<file path="config.mk">
export PLATFORM = sky130hd
export DESIGN_NAME = lstm_cell_feeder
export DESIGN_NICKNAME = d
export VERILOG_FILES = /design/src/rtl/lstm_cell_feeder.sv
export SDC_FILE = /design/constraint.sdc
export NUM_CORES = 1
export LEC_CHECK = 0
export CORE_MARGIN = 4
export CORE_UTILIZATION = 46
export CTS_CLUSTER_SIZE = 16
export DETAILED_ROUTE_END_ITERATION = 10
export PLACE_DENSITY = 0.79
export SYNTH_ARGS = -nofsm -noshare
export SYNTH_HDL_FRONTEND = slang
export SYNTH_SLANG_ARGS = --single-unit
</file>
<file path="constraint.sdc">
create_clock -name i_clk -period 1.97 [get_ports i_clk]
set_input_delay 0.394 -clock i_clk [delete_from_list [all_inputs] [get_ports i_clk]]
set_output_delay 0.394 -clock i_clk [all_outputs]
set_load 0.02 [all_outputs]
</file>
<file path="src/rtl/lstm_cell_feeder.sv">
// Feeds X_SIZE streamed samples plus the recurrent h into a serial LSTM cell and captures c/h back.
// Optional cell-response watchdog is enabled by defining LSTM_FEEDER_TIMEOUT_EN.
module lstm_cell_feeder #(
    parameter int X_SIZE  = 25,
    parameter int D_WL    = 16,
    parameter int SEQ_LEN = 8,
    parameter int AW      = 5,
    parameter int TIMEOUT = 256
) (
    input  logic            i_clk,
    input  logic            i_rst_n,
    input  logic            i_s_valid,
    output logic            o_s_ready,
    input  logic [D_WL-1:0] i_s_data,
    output logic [AW-1:0]   o_rom_addr,
    output logic [D_WL-1:0] o_cell_x,
    output logic            o_cell_in_valid,
    output logic [D_WL-1:0] o_cell_pre_c,
    input  logic            i_cell_c_o_valid,
    input  logic [D_WL-1:0] i_cell_c_o,
    input  logic            i_cell_h_o_valid,
    input  logic [D_WL-1:0] i_cell_h_o,
    output logic            o_m_valid,
    output logic [D_WL-1:0] o_m_data,
    output logic            o_m_last,
    input  logic            i_m_ready,
    output logic            o_busy,
    output logic            o_err
);

    localparam int SW = (SEQ_LEN > 1) ? $clog2(SEQ_LEN) : 1;
    localparam logic [AW-1:0] LAST_CNT  = AW'(X_SIZE - 1);
    localparam logic [AW-1:0] H_ADDR    = AW'(X_SIZE);
    localparam logic [SW-1:0] LAST_STEP = SW'(SEQ_LEN - 1);

    if ((2 ** AW) <= X_SIZE) begin : g_aw_check
        $error("lstm_cell_feeder: AW too narrow to address the h weight row");
    end
    if (TIMEOUT < 1) begin : g_timeout_check
        $error("lstm_cell_feeder: TIMEOUT must be at least 1");
    end

    typedef enum logic [2:0] {
        ST_IDLE,
        ST_FEED_X,
        ST_FEED_H,
        ST_WAIT,
        ST_OUT
    } state_t;

    state_t          r_state;
    state_t          w_next_state;
    logic [AW-1:0]   r_cnt;
    logic [SW-1:0]   r_step;
    logic [D_WL-1:0] r_h;
    logic [D_WL-1:0] r_c;
    logic [D_WL-1:0] r_cell_x;
    logic            r_cell_in_valid;
    logic            r_m_valid;
    logic [D_WL-1:0] r_m_data;
    logic            r_m_last;
    logic [AW-1:0]   w_rom_addr;

    logic w_accept;
    logic w_last_x;
    logic w_last_step;
    logic w_c_cap;
    logic w_h_cap;
    logic w_out_done;
    logic w_timeout;

    assign w_accept    = (r_state == ST_FEED_X) && i_s_valid;
    assign w_last_x    = (r_cnt == LAST_CNT);
    assign w_last_step = (r_step == LAST_STEP);
    assign w_c_cap     = (r_state == ST_WAIT) && i_cell_c_o_valid;
    assign w_h_cap     = (r_state == ST_WAIT) && i_cell_h_o_valid;
    assign w_out_done  = (r_state == ST_OUT) && i_m_ready;

`ifdef LSTM_FEEDER_TIMEOUT_EN
    localparam int WDW = $clog2(TIMEOUT + 1);
    localparam logic [WDW-1:0] WD_LAST = WDW'(TIMEOUT - 1);

    logic [WDW-1:0] r_wd;
    logic           r_err;

    // Counts WAIT cycles; the cell gets TIMEOUT cycles to deliver h before the step is abandoned.
    assign w_timeout = (r_state == ST_WAIT) && !i_cell_h_o_valid && (r_wd == WD_LAST);

    always_ff @(posedge i_clk or negedge i_rst_n) begin
        if (!i_rst_n) begin
            r_wd  <= '0;
            r_err <= 1'b0;
        end else begin
            if (r_state == ST_FEED_H) begin
                r_wd <= '0;
            end else if (r_state == ST_WAIT) begin
                r_wd <= r_wd + 1'b1;
            end
            if (w_timeout) begin
                r_err <= 1'b1;
            end
        end
    end

    assign o_err = r_err;
`else
    assign w_timeout = 1'b0;
    assign o_err     = 1'b0;
`endif

    always_ff @(posedge i_clk or negedge i_rst_n) begin
        if (!i_rst_n) begin
            r_state <= ST_IDLE;
        end else begin
            r_state <= w_next_state;
        end
    end

    always_comb begin
        w_next_state = r_state;
        case (r_state)
            ST_IDLE: begin
                w_next_state = ST_FEED_X;
            end
            ST_FEED_X: begin
                if (w_accept && w_last_x) begin
                    w_next_state = ST_FEED_H;
                end
            end
            ST_FEED_H: begin
                w_next_state = ST_WAIT;
            end
            ST_WAIT: begin
                if (i_cell_h_o_valid) begin
                    w_next_state = ST_OUT;
                end else if (w_timeout) begin
                    w_next_state = ST_FEED_X;
                end
            end
            ST_OUT: begin
                if (i_m_ready) begin
                    w_next_state = ST_FEED_X;
                end
            end
            default: begin
                w_next_state = ST_IDLE;
            end
        endcase
    end

    // Sequence datapath: element register toward the cell, recurrent state and the step output.
    always_ff @(posedge i_clk or negedge i_rst_n) begin
        if (!i_rst_n) begin
            r_cnt           <= '0;
            r_step          <= '0;
            r_h             <= '0;
            r_c             <= '0;
            r_cell_x        <= '0;
            r_cell_in_valid <= 1'b0;
            r_m_valid       <= 1'b0;
            r_m_data        <= '0;
            r_m_last        <= 1'b0;
        end else begin
            case (r_state)
                ST_FEED_X: begin
                    if (w_accept) begin
                        r_cell_x        <= i_s_data;
                        r_cell_in_valid <= 1'b1;
                        r_cnt           <= w_last_x ? '0 : r_cnt + 1'b1;
                    end else begin
                        r_cell_in_valid <= 1'b0;
                    end
                end
                ST_FEED_H: begin
                    r_cell_x        <= r_h;
                    r_cell_in_valid <= 1'b1;
                end
                ST_WAIT: begin
                    r_cell_in_valid <= 1'b0;
                    if (w_c_cap) begin
                        r_c <= i_cell_c_o;
                    end
                    if (w_h_cap) begin
                        r_h       <= i_cell_h_o;
                        r_m_data  <= i_cell_h_o;
                        r_m_valid <= 1'b1;
                        r_m_last  <= w_last_step;
                    end else if (w_timeout) begin
                        r_h    <= '0;
                        r_c    <= '0;
                        r_step <= '0;
                        r_cnt  <= '0;
                    end
                end
                ST_OUT: begin
                    if (w_out_done) begin
                        r_m_valid <= 1'b0;
                        r_m_last  <= 1'b0;
                        if (w_last_step) begin
                            r_h    <= '0;
                            r_c    <= '0;
                            r_step <= '0;
                        end else begin
                            r_step <= r_step + 1'b1;
                        end
                    end
                end
                default: begin
                end
            endcase
        end
    end

    always_comb begin
        w_rom_addr = '0;
        case (r_state)
            ST_FEED_X: w_rom_addr = r_cnt;
            ST_FEED_H: w_rom_addr = H_ADDR;
            default:   w_rom_addr = '0;
        endcase
    end

    assign o_rom_addr      = w_rom_addr;
    assign o_s_ready       = (r_state == ST_FEED_X);
    assign o_busy          = (r_state != ST_FEED_X);
    assign o_cell_x        = r_cell_x;
    assign o_cell_in_valid = r_cell_in_valid;
    assign o_cell_pre_c    = r_c;
    assign o_m_valid       = r_m_valid;
    assign o_m_data        = r_m_data;
    assign o_m_last        = r_m_last;

endmodule
</file>
Word-level counts from Yosys, hierarchy flattened
Index checks and enable logic that the tools add are counted.
{"block": "word_totals", "output_inout_bits": 59, "wordCells": 66, "ff_bits": 78}
{"block": "op_classes", "mux": 22, "addsub": 2, "n_reduce_logical": 17, "n_eq_ne": 15}
{"cell": "16-bit case mux with 2 select lines", "count": 3}
{"cell": "16-bit 2-to-1 mux", "count": 5}
{"cell": "3-bit case mux with 5 select lines", "count": 1}
{"cell": "3-bit 2-to-1 mux", "count": 4}
{"cell": "2-bit != test, second input constant", "count": 6}
{"cell": "5-bit case mux with 2 select lines", "count": 1}
{"cell": "2-bit AND reduction", "count": 4}
{"cell": "4-bit AND reduction", "count": 2}
{"cell": "3-bit by 2-bit equality test with 1-bit output, second input constant", "count": 2}
{"cell": "3-bit equality test, second input constant", "count": 2}
{"cell": "3-bit AND reduction", "count": 2}
{"cell": "5-bit by 1-bit adder with 5-bit output, second input constant", "count": 1}
{"cell": "5-bit equality test, second input constant", "count": 1}
{"cell": "1-bit logical AND", "count": 5}
{"cell": "5-bit 2-to-1 mux", "count": 1}
{"cell": "1-bit 2-to-1 mux", "count": 4}
{"cell": "2-bit by 1-bit != test with 1-bit output, second input constant", "count": 2}
{"cell": "1-bit case mux with 2 select lines", "count": 2}
{"cell": "2-bit nonzero test", "count": 2}
{"cell": "3-bit by 1-bit adder with 3-bit output, second input constant", "count": 1}
{"cell": "3-bit by 1-bit equality test with 1-bit output, second input constant", "count": 1}
{"cell": "3-bit logical NOT", "count": 1}
{"cell": "3-bit by 1-bit != test with 1-bit output, second input constant", "count": 1}
{"cell": "1-bit case mux with 3 select lines", "count": 1}
{"cell": "3-bit nonzero test", "count": 1}

Depth between registers and ports, before layout
Gate-level depths: netlist of the first run.
{"block": "logic_depth", "word_depth": 5, "ltp_mapped": 6}

Least setup slack after synthesis of the first run
OpenSTA, ideal clock, no wires.
{"block": "synth_timing", "kind": "reg-to-output", "from": "register r_state[1]", "to": "output o_rom_addr[0]", "path_stages_with_launch": 5, "arrival_ns": 1.826, "required_time_ns": 1.576, "path_slack_ns": -0.250, "n_path_buf": 1, "path_cell_list": "dfrtp_1 > buf_2 > nor3b_1 > inv_2 > o21ai_1"}
{"block": "synth_between", "elab_chain_len": 2}
{"item": "from (decl)", "line_no": "51", "rtl": "state_t r_state;"}
{"item": "from (signal assigned)", "line_no": "115", "rtl": "r_state <= w_next_state;"}
{"item": "3-bit by 1-bit equality test with 1-bit output"}
{"item": "net o_s_ready", "line_no": "13", "rtl": "output logic o_s_ready,"}
{"item": "5-bit case mux with 2 select lines", "line_no": "216", "rtl": "case (r_state)"}
{"item": "to (decl)", "line_no": "15", "rtl": "output logic [AW-1:0] o_rom_addr,"}
The timed path passes the listed nets, and every way through them passes these cells.

Final worst setup path of the first run
{"block": "layout_timing", "from": "register r_state[2]", "to": "output o_s_ready"}
{"block": "layout_between", "elab_chain_len": 1}
{"item": "3-bit by 1-bit equality test with 1-bit output", "line_no": "224", "rtl": "assign o_s_ready = (r_state == ST_FEED_X);"}
{"item": "to (decl)", "line_no": "13"}
Every way passes these cells.

==> out/metrics.cfg, run 1 <==
[run_status]
status=finished clean

[yosys]
synth_top_area_share_pct=56.8
synth_edf_count=0
seq_area_frac_synth_pct=56.8
avgSynthCellArea_um2=11.1
ys_top_cells_by_area=dfrtp_1 57%, nand2_1 6.4%, mux2i_1 4.7%, a22o_1 4.1%, a31oi_1 3.3%
synth_cell_type_count=40
synth-seq-cells=78
synthFlopType=dfrtp_1
synth_area_um2=3430
synth_area_leader_cell=dfrtp_1
yosys-top-cells-count=78 x dfrtp_1, 59 x nand2_1, 21 x inv_1
synth_fp_nets=368
synthCells=310
yosysMostFrequentCell=dfrtp_1
synthArstFlopShare_pct=100
yosysWarnings=0

[grt]
grt_antenna_before_repair=0
grt_pass1_wl_um=13200
grt_usage_pct=19.1
grt_pass1_vias=2708
grt_max_degree=41
gr-total-overflow=0

[timing]
hold_viol_final=0
setup_viol=0
slew_headroom_pct=63.5
clock_skew_ps=6.87
fin_ws_ps=89.0
rsz0062_at_grt=false
finalMaxSlewViolations=0
tightestPinTransition_ps=548
fmax_mhz=532
period_needed_ps=1880
fin_setup_tns_ps=0
fin_crit_sh_pct=95.5

[power]
p_leak_uw=0.00243
switching_share_pct=35.2
share_comb_of_total_power_pct=42.7
clkPwrFrac_pct=19.4
total_power_uw=6770
peakVddDrop_v=0.00102
power_density_nw_per_um2=1390
p_seq_share_pct=37.9
p_int_uw=4390
power.switching_uw=2390

[finish]
fin_nets=484
antenna_cells=0
design_area_um2=4890
final_layout_size_suffix_gt1_share_pct=11.4
finalNonFillerCells=530
syn2layout_area_growth_pct=42.4
nFillCells=562

[placement]
dp_cells=514
post-place-ws_ps=9.74
dpl.hpwl_um=5710
routabilityCongestion=0.763
place_area_um2=4690
port-buffer-count=111

[floorplanning]
core-area_um2=7250
die_h_um=94.4
die_w_um=94.4
start_util_pct=47.4
ios=113
rows=31
die_area_um2=8910

[job]
max-cap-violations=0

[worst_setup_path]
cp_max_fo=3
critPathSlowestCell=dfrtp_1
rr_worst_depth=4
slowest_delay_ps=430
critPathKind=flip-flop to output port
rrSetupSlack_ps=230
crit_path_end_kind=output port
reg2reg_from=r_state[2]
crit_arrival_ps=1490
r2r_end=o_m_data[10]
required_ps=1580
cp-start-kind=flip-flop
crit_chain=nor3b_4 -> buf_4 -> clkdlybuf4s15_1

[clock_network]
cts_tree=built
cts_sinks=78
clk_path_buf_depth=2
postCtsSetupBuffers=0
numCtsBuffers=9
cts_root_buffer=clkbuf_8
clkTransAtPathRegs_ps=80
clkLatencyLatePin_ps=340
cts_htree_levels=3

[detailed_routing]
wirelength_um=7930
first_pass_iters=4
route.detailed.drc=0
ant_nets=0
wl_per_cell_um=15.0
routed_via_density=5.00
drt_iter0_drc=98
via_count=2650

[worst_hold_path]
hp-class=input pin to asynchronous set/reset pin

registers in the layout (all words and copies together), names as in the netlist:
signal and cells:
o_m_valid 1, o_cell_pre_c 16, r_cnt 5, r_step 3
o_cell_x 16, r_h 16, o_m_last 1, o_m_data 16
o_cell_in_valid 1, r_state 3
layout make-up:
class | count | area [µm²] | share of cell area [%]
flip-flops and latches | 78 | 1950 | 39.9
multi-input cells | 190 | 1270 | 26.0
repair buffers | 125 | 1240 | 25.3
clock buffers | 10 | 138 | 2.81
well taps | 99 | 124 | 2.53
clock inverters | 6 | 85.1 | 1.74
inverters | 22 | 82.6 | 1.69
cell families after synthesis:
logic type | count (synthesis) | synth area share [%]
AOI/OAI and AO/OA | 54 | 11.8
adders and majority gates | 4 | 1.46
buffers and inverters | 42 | 6.52
DFF | 78 | 56.8
muxes | 32 | 9.91
other | 1 | 0.109
and+or+nand+nor | 99 | 13.3
routing by layer:
layer  track usage (%)  vias to the layer above  routed length, µm
li1                  -                     1286                  -
met1              26.1                     1259               3550
met2              28.4                       97               3550
met3              7.09                        8                744
met4              6.14                        0                 78
met5                 0                        -                  0
cell usage in the layout (no fill, tap or decap), types with 3 or more instances in the layout:
cell type | netlist | routed
nand2_1 | 59 | 59
a21oi_1 | 3 | 3
o21ai_1 | 4 | 4
nor2_1 | 20 | 20
nand3_1 | 3 | 3
buf_2 | 11 | 3
ha_1 | 4 | 4
a22o_1 | 16 | 16
mux2_2 | 6 | 6
o21ai_0 | 5 | 5
clkdlybuf4s50_1 | 0 | 103
a31oi_1 | 18 | 18
dfrtp_1 | 78 | 78
inv_1 | 21 | 21
clkbuf_8 | 0 | 10
buf_12 | 0 | 4
mux2i_1 | 16 | 16
mux2_1 | 10 | 10
or3_1 | 3 | 3
buf_4 | 3 | 11
timing repair:
| item | CTS | global route |
|---|---|---|
| gates resized for setup | 18 | 5 |
| setup endpoints to repair | 7 | 4 |
| hold buffers | 0 | 0 |
worst max-delay path: cells and delay by family (launching register included):
kind	cells	cell delay, ps
and+or+nand+nor	1	280
DFF	1	430
buffers and inverters	2	440
how the worst max path moves through the flow:
| stage | start | to | slack, ps | cells after the start |
|---|---|---|---|---|
| finish | r_state[2] | o_s_ready | 90 | 3 |
| global route | r_state[2] | o_s_ready | 20 | 3 |
| CTS | r_state[2] | o_rom_addr[3] | 4 | 3 |
| detailed placement | i_cell_h_o_valid | o_m_data[9] | 10 | 4 |
| global placement | i_cell_h_o_valid | o_m_data[14] | 20 | 4 |
| floorplan | r_state[1] | o_rom_addr[0] | 70 | 4 |
power groups by stage:
stage          Combinational, µW  Clock (µW)  Sequential, µW
6_report                    2900        1310            2560
5_1_grt                     3120        1440            2650
4_1_cts                     2950        1350            2570
3_5_place_dp                3000           0            2590
3_3_place_gp                2940           0            2570
2_1_floorplan               1020           0            3060
metrics by stage:
step | utilization (%) | hold slack, ps
2_1_floorplan | - | 98.4
3_3_place_gp | 64.6 | 407
3_5_place_dp | 64.6 | 408
4_1_cts | 67.6 | 37.7
5_1_grt | 67.4 | 51.8
6_report | 67.4 | 26.1
No activity file was read; power rests on OpenSTA's default activity.
==> inputs of run 2 (changes only) <==
--- a/config.mk
+++ b/config.mk
@@ -7,7 +7,6 @@
 export LEC_CHECK = 0
 export CORE_MARGIN = 4
 export CORE_UTILIZATION = 46
-export CTS_CLUSTER_SIZE = 16
 export DETAILED_ROUTE_END_ITERATION = 10
 export PLACE_DENSITY = 0.79
 export SYNTH_ARGS = -nofsm -noshare
==> results of run 2 <==
The final DEF is identical to that of run 1; final timing and power are the same.
